File: config.mk
export PLATFORM = sky130hd
export DESIGN_NAME = card_datapath
export DESIGN_NICKNAME = d
export VERILOG_FILES = /design/src/rtl/card_datapath.sv
export SDC_FILE = /design/constraint.sdc
export NUM_CORES = 1
export LEC_CHECK = 0
export BUFFER_PORTS_ARGS = -buffer_cell sky130_fd_sc_hd__buf_2
export CORE_MARGIN = 4
export CORE_UTILIZATION = 60
export CTS_BUF_LIST = sky130_fd_sc_hd__clkbuf_4 sky130_fd_sc_hd__clkbuf_8 sky130_fd_sc_hd__clkbuf_16
export CTS_CLUSTER_SIZE = 25
export DETAILED_ROUTE_END_ITERATION = 10
export GPL_TIMING_DRIVEN = 1
export PLACE_DENSITY = 0.86
export SETUP_SLACK_MARGIN = 0.4
export SKIP_LAST_GASP = 1
export SLEW_MARGIN = 0
export SYNTH_ARGS = -nofsm -noshare
export SYNTH_HDL_FRONTEND = slang
export SYNTH_SLANG_ARGS = --single-unit
File: constraint.sdc
create_clock -name slow_clock -period 7.39 [get_ports slow_clock]
set_input_delay 0.739 -clock slow_clock [delete_from_list [all_inputs] [get_ports slow_clock]]
set_output_delay 0.739 -clock slow_clock [all_outputs]
set_load 0.005 [all_outputs]
File: src/rtl/card_datapath.sv
// Card datapath for the baccarat table: a free-running dealer rank counter,
// six hand slots loaded by one-hot strobes, mod-10 hand scores, the player
// third-card value and a sticky flag for illegal load patterns.
module card_datapath (
    input  logic       slow_clock,
    input  logic       reset,
    input  logic       load_pcard1,
    input  logic       load_pcard2,
    input  logic       load_pcard3,
    input  logic       load_dcard1,
    input  logic       load_dcard2,
    input  logic       load_dcard3,
    output logic [3:0] pcard1,
    output logic [3:0] pcard2,
    output logic [3:0] pcard3,
    output logic [3:0] dcard1,
    output logic [3:0] dcard2,
    output logic [3:0] dcard3,
    output logic [3:0] pscore,
    output logic [3:0] dscore,
    output logic [3:0] pcard3_value,
    output logic [2:0] cards_dealt,
    output logic       load_error
);

    localparam int unsigned RANK_W    = 4;
    localparam int unsigned CNT_W     = 3;
    localparam int unsigned SUM_W     = 5;
    localparam int unsigned NUM_SLOTS = 6;
    localparam logic [RANK_W-1:0] RANK_FIRST = RANK_W'(1);
    localparam logic [RANK_W-1:0] RANK_LAST  = RANK_W'(13);
    localparam logic [CNT_W-1:0]  CNT_FULL   = CNT_W'(NUM_SLOTS);

    // Baccarat value of a rank: pips count face value, tens and faces count 0.
    function automatic logic [RANK_W-1:0] card_value(input logic [RANK_W-1:0] rank);
        return (rank <= RANK_W'(9)) ? rank : RANK_W'(0);
    endfunction

    // Mod-10 of a three-card sum (max 27) by conditional subtraction.
    function automatic logic [RANK_W-1:0] mod10(input logic [SUM_W-1:0] sum);
        logic [SUM_W-1:0] r;
        if (sum >= SUM_W'(20))      r = sum - SUM_W'(20);
        else if (sum >= SUM_W'(10)) r = sum - SUM_W'(10);
        else                        r = sum;
        return RANK_W'(r);
    endfunction

    // Slot order: 0..2 = player cards 1..3, 3..5 = dealer cards 1..3.
    logic [RANK_W-1:0] slot_q [NUM_SLOTS];
    logic [RANK_W-1:0] slot_d [NUM_SLOTS];
    logic [RANK_W-1:0] deal_rank_q, deal_rank_d;
    logic [CNT_W-1:0]  cards_dealt_q, cards_dealt_d;
    logic              load_error_q, load_error_d;

    logic [NUM_SLOTS-1:0] load_vec;
    logic [CNT_W-1:0]     load_cnt;
    logic [RANK_W-1:0]    sel_slot;

    assign load_vec = {load_dcard3, load_dcard2, load_dcard1,
                       load_pcard3, load_pcard2, load_pcard1};

    // Count active strobes and fetch the contents of the strobed slot.
    always_comb begin
        load_cnt = '0;
        sel_slot = '0;
        for (int i = 0; i < NUM_SLOTS; i++) begin
            load_cnt = load_cnt + CNT_W'(load_vec[i]);
            if (load_vec[i]) sel_slot = slot_q[i];
        end
    end

    // Next state: rank counter always advances; one legal load captures the rank.
    always_comb begin
        for (int i = 0; i < NUM_SLOTS; i++) slot_d[i] = slot_q[i];
        cards_dealt_d = cards_dealt_q;
        load_error_d  = load_error_q;
        deal_rank_d   = (deal_rank_q >= RANK_LAST) ? RANK_FIRST
                                                   : deal_rank_q + RANK_W'(1);
        if (load_cnt == CNT_W'(1)) begin
            if (sel_slot == '0 && cards_dealt_q < CNT_FULL) begin
                for (int i = 0; i < NUM_SLOTS; i++) begin
                    if (load_vec[i]) slot_d[i] = deal_rank_q;
                end
                cards_dealt_d = cards_dealt_q + CNT_W'(1);
            end else begin
                load_error_d = 1'b1;
            end
        end else if (load_cnt > CNT_W'(1)) begin
            load_error_d = 1'b1;
        end
    end

    // State registers with synchronous reset taking priority over loads.
    always_ff @(posedge slow_clock) begin
        if (reset) begin
            for (int i = 0; i < NUM_SLOTS; i++) slot_q[i] <= '0;
            deal_rank_q   <= RANK_FIRST;
            cards_dealt_q <= '0;
            load_error_q  <= 1'b0;
        end else begin
            for (int i = 0; i < NUM_SLOTS; i++) slot_q[i] <= slot_d[i];
            deal_rank_q   <= deal_rank_d;
            cards_dealt_q <= cards_dealt_d;
            load_error_q  <= load_error_d;
        end
    end

    assign pcard1      = slot_q[0];
    assign pcard2      = slot_q[1];
    assign pcard3      = slot_q[2];
    assign dcard1      = slot_q[3];
    assign dcard2      = slot_q[4];
    assign dcard3      = slot_q[5];
    assign cards_dealt = cards_dealt_q;
    assign load_error  = load_error_q;

    // Scores depend only on the slot registers, so a load is scored right after its edge.
    assign pscore = mod10(SUM_W'(card_value(slot_q[0])) + SUM_W'(card_value(slot_q[1]))
                        + SUM_W'(card_value(slot_q[2])));
    assign dscore = mod10(SUM_W'(card_value(slot_q[3])) + SUM_W'(card_value(slot_q[4]))
                        + SUM_W'(card_value(slot_q[5])));
    assign pcard3_value = card_value(slot_q[2]);

endmodule

==> impl_metrics.ini <==
[sta]
finalCriticalPeriod_ns = 4.465
max_freq_ghz = 0.2240
setup_tns_ns = 0
rsz0062_at_grt = false
max-slew-margin-rel = 0.6064
worst_slack_ns = 2.925
period_share = 0.6042
hold_viol = 0
final-setup-viol-count = 0
slew_viol_final = 0
whs_ns = 0.5171
worst_pin_slew_ns = 0.5828
finalClockSkew_ns = 0.006391

[final_layout]
drive_gt1_frac = 0.2143
finish.net_count = 359
area_growth_pct = 15.65
antennaDiodeCount = 0
final_area_mm2 = 0.002875
multi_input_area_mm2 = 0.001747
seqCellArea_um2 = 640.6
fillers = 311

[yosys]
synth_top_area_frac = 0.2577
synthCells = 272
syn_avg_cell_area_um2 = 9.140
synth_ff_type = dfxtp_1
yosys.area_share.adder = 0.1902
synth-compound-area-share = 0.1626
synthesis.nets = 310
synthTopCellsByArea = dfxtp_1 26%, fa_1 10%, ha_1 8.6%, mux2i_1 8.1%, nand2b_1 6.3%
yosysWarnings = 0
synthesis.area_mm2 = 0.002486
ys_seq_area_frac = 0.2577
synth_top_family_by_area = simple AND/OR/NAND/NOR gates
synthXorXnorAreaFrac = 0.02114
synthArstFlopShare = 0
synth.area.mux_share = 0.08958
synth-simple-area-share = 0.2391
yosysTopAreaCell = dfxtp_1
synth-edff-count = 0
ys_types = 48
ys_seq_elements = 32

[floorplanning]
die_h_um = 72.37
coreArea_mm2 = 0.004000
die_area_mm2 = 0.005237
die_w_um = 72.37
initial_core_util = 0.6215
io_pins = 48
rows = 23

[hold_path]
hp-class = reg -> reg
worstHoldPathCells = 1

[power]
power_mw = 0.5116
vdd_drop_max_v = 0.0001092
p_leak_nw = 1.417
powerDensity_mw_per_mm2 = 177.9

[clock_network]
postCtsSetupBuffers = 0
cts_num_sinks = 32
cts_buffers = 5
ctsHoldBuffers = 0
ctsResizeCount = 0
path_clk_slew_ns = 0.07
clock-root-buffer = clkbuf_8
htree_levels = 2
cts_tree = done
clk_path_buf_depth = 2
clk_latency_ns = 0.29

[grt]
grt_pass1_vias = 2041
grt.total_usage = 0.2351
overflow = 0
grt_max_degree = 36
antenna_found_initial = 0
grt_pass1_wl_mm = 9.687

[placement]
placed_area_mm2 = 0.002764
gp_congestion = 0.8420
dp_hpwl_mm = 4.431
port_buffers = 47
dp_slack_ns = 3.212

[detailed_routing]
drc = 0
vias_per_cell = 5.707
finalWirelength_mm = 5.716
drtAntennaViolNets = 0
drt_iter0_drc = 87
avgRoutedWirePerCell_um = 15.37
vias = 2123
first_pass_iters = 4

[worst_setup_path]
reg2regPathDepth = 5
path_max_fanout = 7
critPathCaptureType = primary output
critPathBufInv = 2
cp.depth = 13
cp_top_family = adder cells
cpPeakStageDelay_ns = 0.58
worst_ep_arrival_time_ns = 3.73
worst_ep_required_time_ns = 6.65
worstSetupStartpointType = flop
path_cells = o21ai_0, and2_1, fa_1, ha_1, fa_1, inv_1, ha_1, nand2b_1, a21oi_1, a211oi_1, a221oi_1, a211o_1, buf_2
crit_type = reg -> out
cpMaxStageDelayCell = fa_1

[outcome]
status = complete, no violations

[flow_run]
cap_violations = 0
-- state kept, by name (all words and copies together), names as in the netlist --
| register | count |
|---|---|
| cards_dealt | 3 |
| slot_q | 24 |
| load_error | 1 |
| deal_rank_q | 4 |
-- worst paths after layout --
check,start,endpoint,slack [ns]
worst max-delay path,slot_q[0][11]$_SDFFE_PP0P_,pscore[2],2.93
worst min-delay path,deal_rank_q[0]$_SDFF_PP1_,deal_rank_q[0]$_SDFF_PP1_,0.52
worst max register to register,slot_q[0][23]$_SDFFE_PP0P_,cards_dealt[2]$_SDFFE_PP0P_,5.38
worst min register to register,deal_rank_q[0]$_SDFF_PP1_,deal_rank_q[0]$_SDFF_PP1_,0.52
-- report_power, final --
group	total [mW]	switching, mW	internal (mW)
Sequential	0.201	0.0167	0.184
Combinational	0.144	0.0797	0.0645
Clock	0.167	0.0631	0.104
Total	0.512	0.159	0.352
-- layout make-up --
cell class,count,area share
Clock inverter,2,0.01218
Clock buffer,6,0.02654
Multi-Input combinational cell,214,0.6075
Tap cell,50,0.02176
Sequential cell,32,0.2228
Inverter,21,0.02742
Timing Repair Buffer,47,0.08181
-- synth_stat cells (2+ instances only) --
| cell type | count |
|---|---|
| dfxtp_1 | 32 |
| nand2b_1 | 25 |
| nor2_1 | 25 |
| inv_1 | 21 |
| mux2i_1 | 20 |
| ha_1 | 17 |
| fa_1 | 13 |
| a21oi_1 | 12 |
| and2_1 | 10 |
| o21ai_0 | 10 |
| nor2b_1 | 8 |
| nand2_1 | 7 |
| a31oi_1 | 5 |
| nor3b_1 | 5 |
| a211oi_1 | 4 |
| and3_1 | 4 |
| clkbuf_1 | 4 |
| nand4_1 | 4 |
| nor3_1 | 4 |
| xnor2_1 | 4 |
| a221oi_1 | 2 |
| mux2_2 | 2 |
| nand3_1 | 2 |
| nor3_4 | 2 |
| nor4_1 | 2 |
| o21a_1 | 2 |
| o21ai_4 | 2 |
| o221a_2 | 2 |
| o31ai_1 | 2 |
| xor2_1 | 2 |
-- kinds of logic (layout without fill, tap and decap cells) --
group,Yosys count,after routing
xor+xnor,6,6
compound gates,53,53
flops,32,32
mux,22,22
fa+ha+maj,30,30
simple gates,103,103
buf+inv,26,76
-- routing by layer --
metal / GRT usage / up-vias / wire length (µm)
met5: 0 / - / 0
met4: 0.07582 / 0 / 68
met3: 0.04571 / 6 / 233
met2: 0.3984 / 42 / 2959
met1: 0.3014 / 1016 / 2454
li1: - / 1059 / -
-- metrics by stage --
step	util	cells
global route	0.7188	372
finish	0.7188	372
detailed placement	0.6910	364
floorplan	-	272
CTS	0.7188	372
global placement	0.6910	364
-- placed cells by master (no fill, tap or decap), drive strengths merged, types with 2 or more instances in the layout --
cell / netlist / routed
nand3: 3 / 3
inv: 21 / 21
a31oi: 5 / 5
nor3: 6 / 6
dfxtp: 32 / 32
o31ai: 2 / 2
mux2: 2 / 2
nand2: 7 / 7
o21a: 2 / 2
o41ai: 2 / 2
clkbuf: 4 / 6
a221oi: 2 / 2
nor2: 25 / 25
nor3b: 5 / 5
ha: 17 / 17
o21ai: 12 / 12
o221a: 2 / 2
nand2b: 25 / 25
mux2i: 20 / 20
and3: 4 / 4
nor2b: 8 / 8
nand4: 4 / 4
fa: 13 / 13
a21oi: 13 / 13
xor2: 2 / 2
nor4: 2 / 2
a211oi: 4 / 4
xnor2: 4 / 4
and2: 10 / 10
buf: 1 / 47
No activity file was read; power rests on OpenSTA's default activity.
